<file path="src/rtl/mem_access_unit_pkg.sv">
// Shared types for the handshaked memory port: address source, access size
// (funct3 encoding) and the port sequencer states.
package mem_access_unit_pkg;

  typedef enum logic {
    ADR_SRC__PC     = 1'b0,
    ADR_SRC__RESULT = 1'b1
  } adr_src_t;

  typedef enum logic [2:0] {
    MEM_SIZE__B   = 3'b000,
    MEM_SIZE__H   = 3'b001,
    MEM_SIZE__W   = 3'b010,
    MEM_SIZE__D   = 3'b011,
    MEM_SIZE__BU  = 3'b100,
    MEM_SIZE__HU  = 3'b101,
    MEM_SIZE__WU  = 3'b110,
    MEM_SIZE__BAD = 3'b111
  } mem_size_t;

  typedef enum logic [1:0] {
    MAU__IDLE   = 2'b00,
    MAU__ACCESS = 2'b01,
    MAU__DONE   = 2'b10
  } mau_state_t;

  // Number of bytes moved by an access; 0 marks an encoding with no size.
  function automatic logic [3:0] size_bytes(input mem_size_t size);
    case (size)
      MEM_SIZE__B, MEM_SIZE__BU: size_bytes = 4'd1;
      MEM_SIZE__H, MEM_SIZE__HU: size_bytes = 4'd2;
      MEM_SIZE__W, MEM_SIZE__WU: size_bytes = 4'd4;
      MEM_SIZE__D:               size_bytes = 4'd8;
      default:                   size_bytes = 4'd0;
    endcase
  endfunction

endpackage

</file>
<file path="src/rtl/mem_access_unit_load_extend.sv">
// Load lane select plus sign/zero extension, purely combinational.
module load_extend
  import mem_access_unit_pkg::*;
#(
  parameter int XLEN = 32
) (
  input  logic [XLEN-1:0]           raw,
  input  logic [$clog2(XLEN/8)-1:0] offset,
  input  mem_size_t                 size,
  output logic [XLEN-1:0]           data
);

  logic [XLEN-1:0] shifted_s;

  // Bring the addressed lane down to bit 0, then widen from the access size
  always_comb begin
    shifted_s = raw >> {offset, 3'b000};
    data      = shifted_s;
    case (size)
      MEM_SIZE__B:  data = XLEN'($signed(shifted_s[7:0]));
      MEM_SIZE__BU: data = XLEN'(shifted_s[7:0]);
      MEM_SIZE__H:  data = XLEN'($signed(shifted_s[15:0]));
      MEM_SIZE__HU: data = XLEN'(shifted_s[15:0]);
      MEM_SIZE__W:  data = XLEN'($signed(shifted_s[31:0]));
      MEM_SIZE__WU: data = XLEN'(shifted_s[31:0]);
      default:      data = shifted_s;
    endcase
  end

endmodule

</file>
<file path="src/rtl/mem_access_unit.sv">
// Handshaked fetch/load/store port with byte enables and misalignment faults.
// Optional wait-state timeout is enabled by defining MEM_ACCESS_TIMEOUT_EN.
module mem_access_unit
  import mem_access_unit_pkg::*;
#(
  parameter int XLEN        = 32,
  parameter int ADDR_W      = 32,
  parameter int TIMEOUT_CYC = 64
) (
  input  logic                 clk,
  input  logic                 reset,
  input  logic                 start,
  input  adr_src_t             adr_src,
  input  logic [ADDR_W-1:0]    pc,
  input  logic [ADDR_W-1:0]    result,
  input  logic                 we,
  input  logic [2:0]           funct3,
  input  logic [XLEN-1:0]      wdata,
  output logic                 busy,
  output logic                 done,
  output logic                 fault,
  output logic [XLEN-1:0]      rdata,
  output logic                 mem_req,
  output logic                 mem_we,
  output logic [ADDR_W-1:0]    mem_addr,
  output logic [XLEN/8-1:0]    mem_be,
  output logic [XLEN-1:0]      mem_wdata,
  input  logic                 mem_ready,
  input  logic [XLEN-1:0]      mem_rdata
);

  localparam int NB    = XLEN / 8;
  localparam int OFF_W = $clog2(NB);

  mau_state_t       state_r;
  mem_size_t        size_r;
  logic [OFF_W-1:0] off_r;
  logic [XLEN-1:0]  ext_s;

  logic [ADDR_W-1:0] adr_s;
  mem_size_t         size_s;
  logic              we_s;
  logic [3:0]        nbytes_s;
  logic [OFF_W-1:0]  off_s;
  logic              illegal_s;
  logic              misalign_s;
  logic [NB-1:0]     be_s;
  logic [XLEN-1:0]   wdata_s;

`ifdef MEM_ACCESS_TIMEOUT_EN
  localparam int TMO_W = $clog2(TIMEOUT_CYC + 1);
  logic [TMO_W-1:0] tmo_cnt_r;
`endif

  // Decode the incoming request; only consumed on an accepted start
  always_comb begin
    adr_s = (adr_src == ADR_SRC__PC) ? pc : result;
    if (adr_src == ADR_SRC__PC) begin
      size_s = (XLEN == 64) ? MEM_SIZE__WU : MEM_SIZE__W;
      we_s   = 1'b0;
    end else begin
      size_s = mem_size_t'(funct3);
      we_s   = we;
    end
    nbytes_s = size_bytes(size_s);
    off_s    = adr_s[OFF_W-1:0];
    case (size_s)
      MEM_SIZE__D, MEM_SIZE__WU: illegal_s = (XLEN == 32);
      MEM_SIZE__BAD:             illegal_s = 1'b1;
      default:                   illegal_s = 1'b0;
    endcase
    misalign_s = (adr_s[2:0] & (nbytes_s[2:0] - 3'd1)) != 3'b000;
    be_s    = '0;
    wdata_s = '0;
    for (int i = 0; i < NB; i++) begin
      be_s[i] = (i >= int'(off_s)) && (i < int'(off_s) + int'(nbytes_s));
      // nbytes is a power of two, so masking the lane index repeats the store datum
      wdata_s[8*i +: 8] = wdata[8*(i & (int'(nbytes_s) - 1)) +: 8];
    end
  end

  load_extend #(.XLEN(XLEN)) u_load_extend (
    .raw    (mem_rdata),
    .offset (off_r),
    .size   (size_r),
    .data   (ext_s)
  );

  // Port sequencer with every output registered
  always_ff @(posedge clk or posedge reset) begin
    if (reset) begin
      state_r   <= MAU__IDLE;
      size_r    <= MEM_SIZE__B;
      off_r     <= '0;
      busy      <= 1'b0;
      done      <= 1'b0;
      fault     <= 1'b0;
      rdata     <= '0;
      mem_req   <= 1'b0;
      mem_we    <= 1'b0;
      mem_addr  <= '0;
      mem_be    <= '0;
      mem_wdata <= '0;
`ifdef MEM_ACCESS_TIMEOUT_EN
      tmo_cnt_r <= '0;
`endif
    end else begin
      case (state_r)
        MAU__ACCESS: begin
          if (mem_ready) begin
            state_r <= MAU__DONE;
            rdata   <= ext_s;
            done    <= 1'b1;
            fault   <= 1'b0;
            mem_req <= 1'b0;
            mem_we  <= 1'b0;
`ifdef MEM_ACCESS_TIMEOUT_EN
          end else if (tmo_cnt_r == TMO_W'(TIMEOUT_CYC - 1)) begin
            state_r <= MAU__DONE;
            done    <= 1'b1;
            fault   <= 1'b1;
            mem_req <= 1'b0;
            mem_we  <= 1'b0;
          end else begin
            tmo_cnt_r <= tmo_cnt_r + TMO_W'(1);
`endif
          end
        end
        default: begin
          if (start) begin
            size_r <= size_s;
            off_r  <= off_s;
            busy   <= 1'b1;
            if (illegal_s || misalign_s) begin
              state_r <= MAU__DONE;
              done    <= 1'b1;
              fault   <= 1'b1;
              mem_req <= 1'b0;
              mem_we  <= 1'b0;
            end else begin
              state_r   <= MAU__ACCESS;
              done      <= 1'b0;
              fault     <= 1'b0;
              mem_req   <= 1'b1;
              mem_we    <= we_s;
              mem_addr  <= {adr_s[ADDR_W-1:OFF_W], {OFF_W{1'b0}}};
              mem_be    <= be_s;
              mem_wdata <= wdata_s;
`ifdef MEM_ACCESS_TIMEOUT_EN
              tmo_cnt_r <= '0;
`endif
            end
          end else begin
            state_r <= MAU__IDLE;
            busy    <= 1'b0;
            done    <= 1'b0;
            fault   <= 1'b0;
          end
        end
      endcase
    end
  end

endmodule

</file>
<file path="config.mk">
export PLATFORM = sky130hd
export DESIGN_NAME = mem_access_unit
export DESIGN_NICKNAME = d
export VERILOG_FILES = /design/src/rtl/mem_access_unit_pkg.sv /design/src/rtl/mem_access_unit_load_extend.sv /design/src/rtl/mem_access_unit.sv
export SDC_FILE = /design/constraint.sdc
export NUM_CORES = 1
export LEC_CHECK = 0
export CAP_MARGIN = 10
export CORE_ASPECT_RATIO = 0.6
export CORE_MARGIN = 2
export CORE_UTILIZATION = 44
export CTS_BUF_LIST = sky130_fd_sc_hd__clkbuf_8
export DETAILED_ROUTE_END_ITERATION = 16
export MAX_ROUTING_LAYER = met4
export PLACE_DENSITY = 0.83
export SETUP_SLACK_MARGIN = 0.05
export SKIP_LAST_GASP = 1
export SYNTH_ARGS = -nofsm -noshare
export SYNTH_HDL_FRONTEND = slang
export SYNTH_SLANG_ARGS = --single-unit
</file>
<file path="constraint.sdc">
create_clock -name clk -period 5.1 [get_ports clk]
set_input_delay 1.53 -clock clk [delete_from_list [all_inputs] [get_ports clk]]
set_output_delay 1.53 -clock clk [all_outputs]
set_load 0.05 [all_outputs]
</file>
==> impl_metrics.py, run 1 <==
metrics = {
    "floorplan": {
        "die_h_microns": 91.5,
        "fp.dieW_microns": 150,
        "coreArea_sq_um": 12300,
        "die_area_sq_um": 13700,
        "num_rows": 31,
        "io_pins": 242,
        "initial_core_util": 0.458,
    },
    "synth": {
        "synth_most_common_cell": "dfrtp_1",
        "yosysTopAreaCell": "dfrtp_1",
        "syn_inst": 477,
        "synth_flop_cell": "dfrtp_1",
        "synthArstFlopShare": 1.00,
        "syn_area_per_cell_sq_um": 11.8,
        "synth_top_area_share": 0.486,
        "synthTopCellsByCount": "dfrtp_1 (109), mux2_2 (64), mux2_1 (53), nand2_1 (31), nor2_1 (29)",
        "synth-edff-count": 0,
        "synth_area_leaders": "dfrtp_1 (49%), mux2_2 (13%), mux2_1 (11%)",
        "yosys_warnings": 0,
        "synth-seq-cells": 109,
        "syn-cell-area_sq_um": 5610,
        "synth.distinct_cells": 40,
        "yosysSeqAreaShare": 0.486,
    },
    "timing": {
        "worst_pin_slew_ns": 1.06,
        "tns_ns": 0,
        "finalCritPeriodShare": 0.743,
        "hold_violations": 0,
        "drv_slew": 0,
        "fin_ws_ns": 1.31,
        "finalSetupViolations": 0,
        "min_period_ns": 3.79,
        "slew_headroom": 0.295,
        "rsz0062_at_grt": "false",
        "max_clock_freq_mhz": 264,
        "skew_ns": 0.0150,
    },
    "place": {
        "dp_slack_ns": 0.903,
        "dp_hpwl_mm": 12.2,
        "io_buffers": 239,
        "routabilityCongestion": 0.975,
    },
    "clock_network": {
        "h-tree-depth": 3,
        "cts_resized": 0,
        "post_cts_buffers": 0,
        "tritoncts": "yes",
        "cts_buffers": 9,
        "root_buffer": "clkbuf_8",
        "clk_pin_slew_ns": 0.11,
        "clock_latency_ns": 0.37,
        "cts_num_sinks": 109,
        "ctsHoldBuffers": 0,
        "cts_buffer_depth": 2,
    },
    "route": {
        "ant_nets": 0,
        "dr.pass1.iters": 5,
        "viasPerCell": 5.20,
        "routedWlPerCell_microns": 18.1,
        "drc": 0,
        "drt-total-wl_mm": 15.8,
        "drtIter0Drc": 207,
        "vias": 4554,
    },
    "setup_path": {
        "critPathRequiredTime_ns": 5.36,
        "arrival_ns": 4.04,
        "critPathLaunch": "funct3[1]",
        "crit_fanout": 63,
        "path_class": "in2reg",
        "crit_path_end_kind": "register",
        "reg2reg_from": "off_r[1]",
        "worst_setup_path_start_kind": "input pin",
    },
    "min_path": {
        "hold_class": "reg2reg",
        "hold_path_startpoint": "mem_addr[6]",
    },
    "global_route": {
        "grt_max_degree": 86,
        "grt_pass1_vias": 4670,
        "grt_overflow": 0,
        "grt_usage": 0.236,
        "antenna_found_initial": 0,
        "grt_first_pass_wirelength_mm": 24.5,
    },
    "pwr": {
        "pwr_density_cell_nw_per_um2": 511,
        "peakVddDrop_uv": 315,
        "power.leakage_nw": 3.42,
    },
    "run": {
        "cap_viol_max_count": 0,
    },
    "final_layout": {
        "antenna_cells": 0,
        "drive_above_1_share": 0.142,
        "nFillCells": 929,
        "syn_to_final_growth_pct": 48.2,
        "nets": 846,
    },
    "outcome": {
        "status": "finished, final reports clean",
    },
}
## cell usage in the layout, fill, tap and decap left out, types with 3 or more instances in the layout
master / n
a21oi_1: 18
clkdlybuf4s50_1: 238
a211oi_1: 8
dfrtp_1: 109
nor2_1: 29
nor2b_1: 10
mux2_1: 53
o22a_1: 16
nand3_1: 4
buf_4: 8
mux2_2: 64
clkbuf_8: 11
mux2i_1: 25
o21ai_1: 7
inv_1: 5
o21ai_0: 18
inv_6: 4
and2_1: 16
nand2b_1: 6
ha_1: 3
nand2_1: 31
## sequential cells by signal (all words and copies together), names as in the netlist
signal,cells
busy,1
done,1
fault,1
mem_addr,30
mem_be,4
mem_req,1
mem_wdata,32
mem_we,1
off_r,2
rdata,32
size_r,3
state_r,1
## per-layer routing
layer	GRT usage	wire [microns]	vias to the layer above
li1	-	-	2153
met1	0.314	7170	2209
met2	0.369	7340	177
met3	0.0613	1110	15
met4	0.0448	190	0
met5	-	0	-
## report_power, final
part | switching [mW] | internal, mW | leakage [nW]
clock | 0.300 | 0.211 | 0.101
combinational | 1.51 | 0.870 | 2.03
sequential | 0.183 | 1.17 | 1.29
## cell families (layout without fill, tap and decap cells)
kind of cell / after synthesis / count (layout) / synth area share
compound gates: 77 / 77 / 0.0914
mux: 144 / 144 / 0.287
other cells: 1 / 2 / 0.000668
simple gates: 102 / 102 / 0.0885
buf+inv: 40 / 272 / 0.0355
fa+ha+maj: 4 / 4 / 0.0103
flops: 109 / 109 / 0.486
## worst max-delay path, stage by stage
cell,delay (ns)
clkdlybuf4s50_1,0.51
nand2b_1,0.22
nor2_2,0.12
buf_4,0.20
inv_1,0.07
ha_1,0.19
nand4b_2,0.30
nor2_4,0.16
buf_12,0.31
mux2_1,0.39
## path summary, 6_finish.rpt
kind | to | slack, ns | cells after the start
setup / recovery | mem_wdata[28] | 1.31 | 10
hold / removal | mem_addr[6] | 0.49 | 1
setup reg to reg | rdata[26] | 2.65 | 4
hold reg to reg | mem_addr[6] | 0.49 | 1
max in group asynchronous | done | 2.48 | 3
min in group asynchronous | mem_wdata[20] | 1.73 | 2
## per-stage QoR
| step | util | power [mW] | cells | hold WS (ns) | cell area [sq um] |
|---|---|---|---|---|---|
| after floorplan | - | 2.86 | 478 | 0.473 | 5610 |
| after global placement | 0.663 | 3.70 | 859 | 0.465 | 8120 |
| after detailed placement | 0.663 | 3.76 | 859 | 0.474 | 8120 |
| after CTS | 0.678 | 4.28 | 875 | 0.497 | 8310 |
| after global routing | 0.678 | 4.43 | 875 | 0.511 | 8310 |
| final | 0.678 | 4.25 | 875 | 0.492 | 8310 |
## area by class of cell
class                           count  area, sq um  area share
Clock inverter                      5         40.0     0.00482
Tap cell                          165          206      0.0248
Timing Repair Buffer              248         2470       0.297
Multi-Input combinational cell    329         2690       0.323
Inverter                            8         32.5     0.00391
Clock buffer                       11          151      0.0182
Sequential cell                   109         2730       0.328
Power figures use the tool's default switching activity.
==> inputs of run 2 (changes only) <==
clock period = 3.9 ns   (was 5.1 ns; I/O delays follow)
==> impl_metrics.py, run 2 (synthesis gave the netlist of run 1 again) <==
metrics = {
    "place": {
        "routabilityCongestion": 0.963,
        "place_inst": 866,
        "dp_slack_ns": 0.244,
        "dp_hpwl_mm": 12.6,
        "io_buffers": 239,
    },
    "setup_path": {
        "critPathRequiredTime_ns": 4.14,
        "slowest_delay_ns": 0.56,
        "crit_fanout": 11,
        "arrival_ns": 3.50,
        "crit_path_end_kind": "register",
        "path_class": "in2reg",
        "path_cells": "clkdlybuf4s50_1 > nor2_2 > inv_1 > ha_1 > nand4b_2 > nor2_4 > buf_4 > mux2_1",
        "cp_slowest_cell": "clkdlybuf4s50_1",
        "worst_setup_path_start_kind": "input pin",
    },
    "clock_network": {
        "post_cts_buffers": 0,
        "h-tree-depth": 3,
        "cts_buffers": 9,
        "tritoncts": "yes",
        "ctsHoldBuffers": 0,
        "clk_pin_slew_ns": 0.10,
        "clock_latency_ns": 0.37,
        "cts_num_sinks": 109,
        "cts_buffer_depth": 2,
        "cts_resized": 0,
        "root_buffer": "clkbuf_8",
    },
    "final_layout": {
        "drive_above_1_share": 0.151,
        "mostFrequentLayoutCells": "clkdlybuf4s50_1 (238), dfrtp_1 (109), mux2_2 (64), mux2_1 (53), nand2_1 (31)",
        "multi_input_area_sq_um": 2690,
        "syn_to_final_growth_pct": 49.1,
        "antenna_cells": 0,
        "nets": 853,
        "nFillCells": 952,
        "seqCellArea_sq_um": 2730,
        "fin_util": 0.683,
        "final_common_cell": "clkdlybuf4s50_1",
        "layoutNonFillerInstCount": 882,
        "top_regs": "mem_wdata: 32 flops, rdata: 32 flops, mem_addr: 30 flops",
    },
    "floorplan": {
        "fp.dieW_microns": 150,
        "num_rows": 31,
        "die_h_microns": 91.5,
        "initial_core_util": 0.458,
        "die_area_sq_um": 13700,
        "coreArea_sq_um": 12300,
        "io_pins": 242,
    },
    "route": {
        "routedWlPerCell_microns": 18.1,
        "vias": 4598,
        "drt-total-wl_mm": 16.0,
        "drc": 0,
        "dr.pass1.iters": 5,
        "ant_nets": 0,
        "viasPerCell": 5.21,
        "drtIter0Drc": 342,
    },
    "pwr": {
        "pwr_density_cell_nw_per_um2": 662,
        "p_int_mw": 2.91,
        "switching_power_mw": 2.63,
        "power.total_mw": 5.54,
        "power.leakage_nw": 3.44,
        "seq_power_share": 0.318,
        "comb_power_share": 0.567,
        "peakVddDrop_uv": 330,
        "pwr-share-clk": 0.115,
        "p_sw_frac": 0.474,
    },
    "timing": {
        "drv_slew": 0,
        "skew_ns": 0.0161,
        "hold_violations": 0,
        "max_clock_freq_mhz": 307,
        "tns_ns": 0,
        "fin_ws_ns": 0.642,
        "rsz0062_at_grt": "false",
        "worst_pin_slew_ns": 0.983,
        "finalCritPeriodShare": 0.835,
        "min_period_ns": 3.26,
        "slew_headroom": 0.345,
        "finalSetupViolations": 0,
    },
    "outcome": {
        "status": "finished, final reports clean",
    },
    "global_route": {
        "grt_first_pass_wirelength_mm": 25.2,
        "grt_max_degree": 110,
        "grt_pass1_vias": 4746,
        "antenna_found_initial": 0,
        "grt_usage": 0.245,
        "grt_overflow": 0,
    },
    "min_path": {
        "hold_class": "reg2reg",
    },
    "run": {
        "cap_viol_max_count": 0,
    },
}
==> run 2: power by group through the flow <==
stage	Combinational, mW	Clock (mW)	Sequential [mW]
6_report	3.14	0.638	1.76
5_1_grt	3.26	0.713	1.81
2_1_floorplan	0.606	0	3.13
3_3_place_gp	3.10	0	1.76
3_5_place_dp	3.15	0	1.78
4_1_cts	3.16	0.664	1.76
==> run 2: area by class of cell <==
class	count	area share
Sequential cell	109	0.326
Tap cell	165	0.0247
Multi-Input combinational cell	329	0.321
Clock inverter	7	0.00658
Timing Repair Buffer	255	0.303
Clock buffer	9	0.0148
Inverter	8	0.00404
==> run 2: worst max-delay path: cells and delay by family <==
family,cells,cell delay (ns)
muxes,1,0.35
adders and majority gates,1,0.19
buffers and inverters,3,0.89
and+or+nand+nor,3,0.90
==> run 2: per-stage QoR <==
| stage | area [sq um] | hold slack (ns) |
|---|---|---|
| 3_5_place_dp | 8190 | 0.474 |
| 4_1_cts | 8370 | 0.497 |
| 5_1_grt | 8370 | 0.512 |
| 6_report | 8370 | 0.494 |
| 2_1_floorplan | 5620 | 0.473 |
| 3_3_place_gp | 8190 | 0.468 |
==> run 2: per-layer routing <==
layer  routed length [microns]  up-vias  part of all wire  GRT usage
met5                         0        -                 0          -
met4                       269        0             0.017     0.0558
met3                      1280       24             0.080     0.0683
met2                      7320      194              0.46      0.373
met1                      7140     2220              0.45      0.327
li1                          -     2160                 -          -
==> run 2: path summary, 6_finish.rpt <==
check | startpoint | end | slack [ns] | depth (start not counted)
min in group asynchronous | reset | mem_wdata[21] | 1.28 | 3
setup reg to reg | off_r[1] | rdata[22] | 1.51 | 4
hold / removal | mem_addr[6] | mem_addr[6] | 0.49 | 1
setup / recovery | funct3[0] | mem_addr[3] | 0.64 | 8
hold reg to reg | mem_addr[6] | mem_addr[6] | 0.49 | 1
max in group asynchronous | reset | state_r[0] | 2.13 | 3
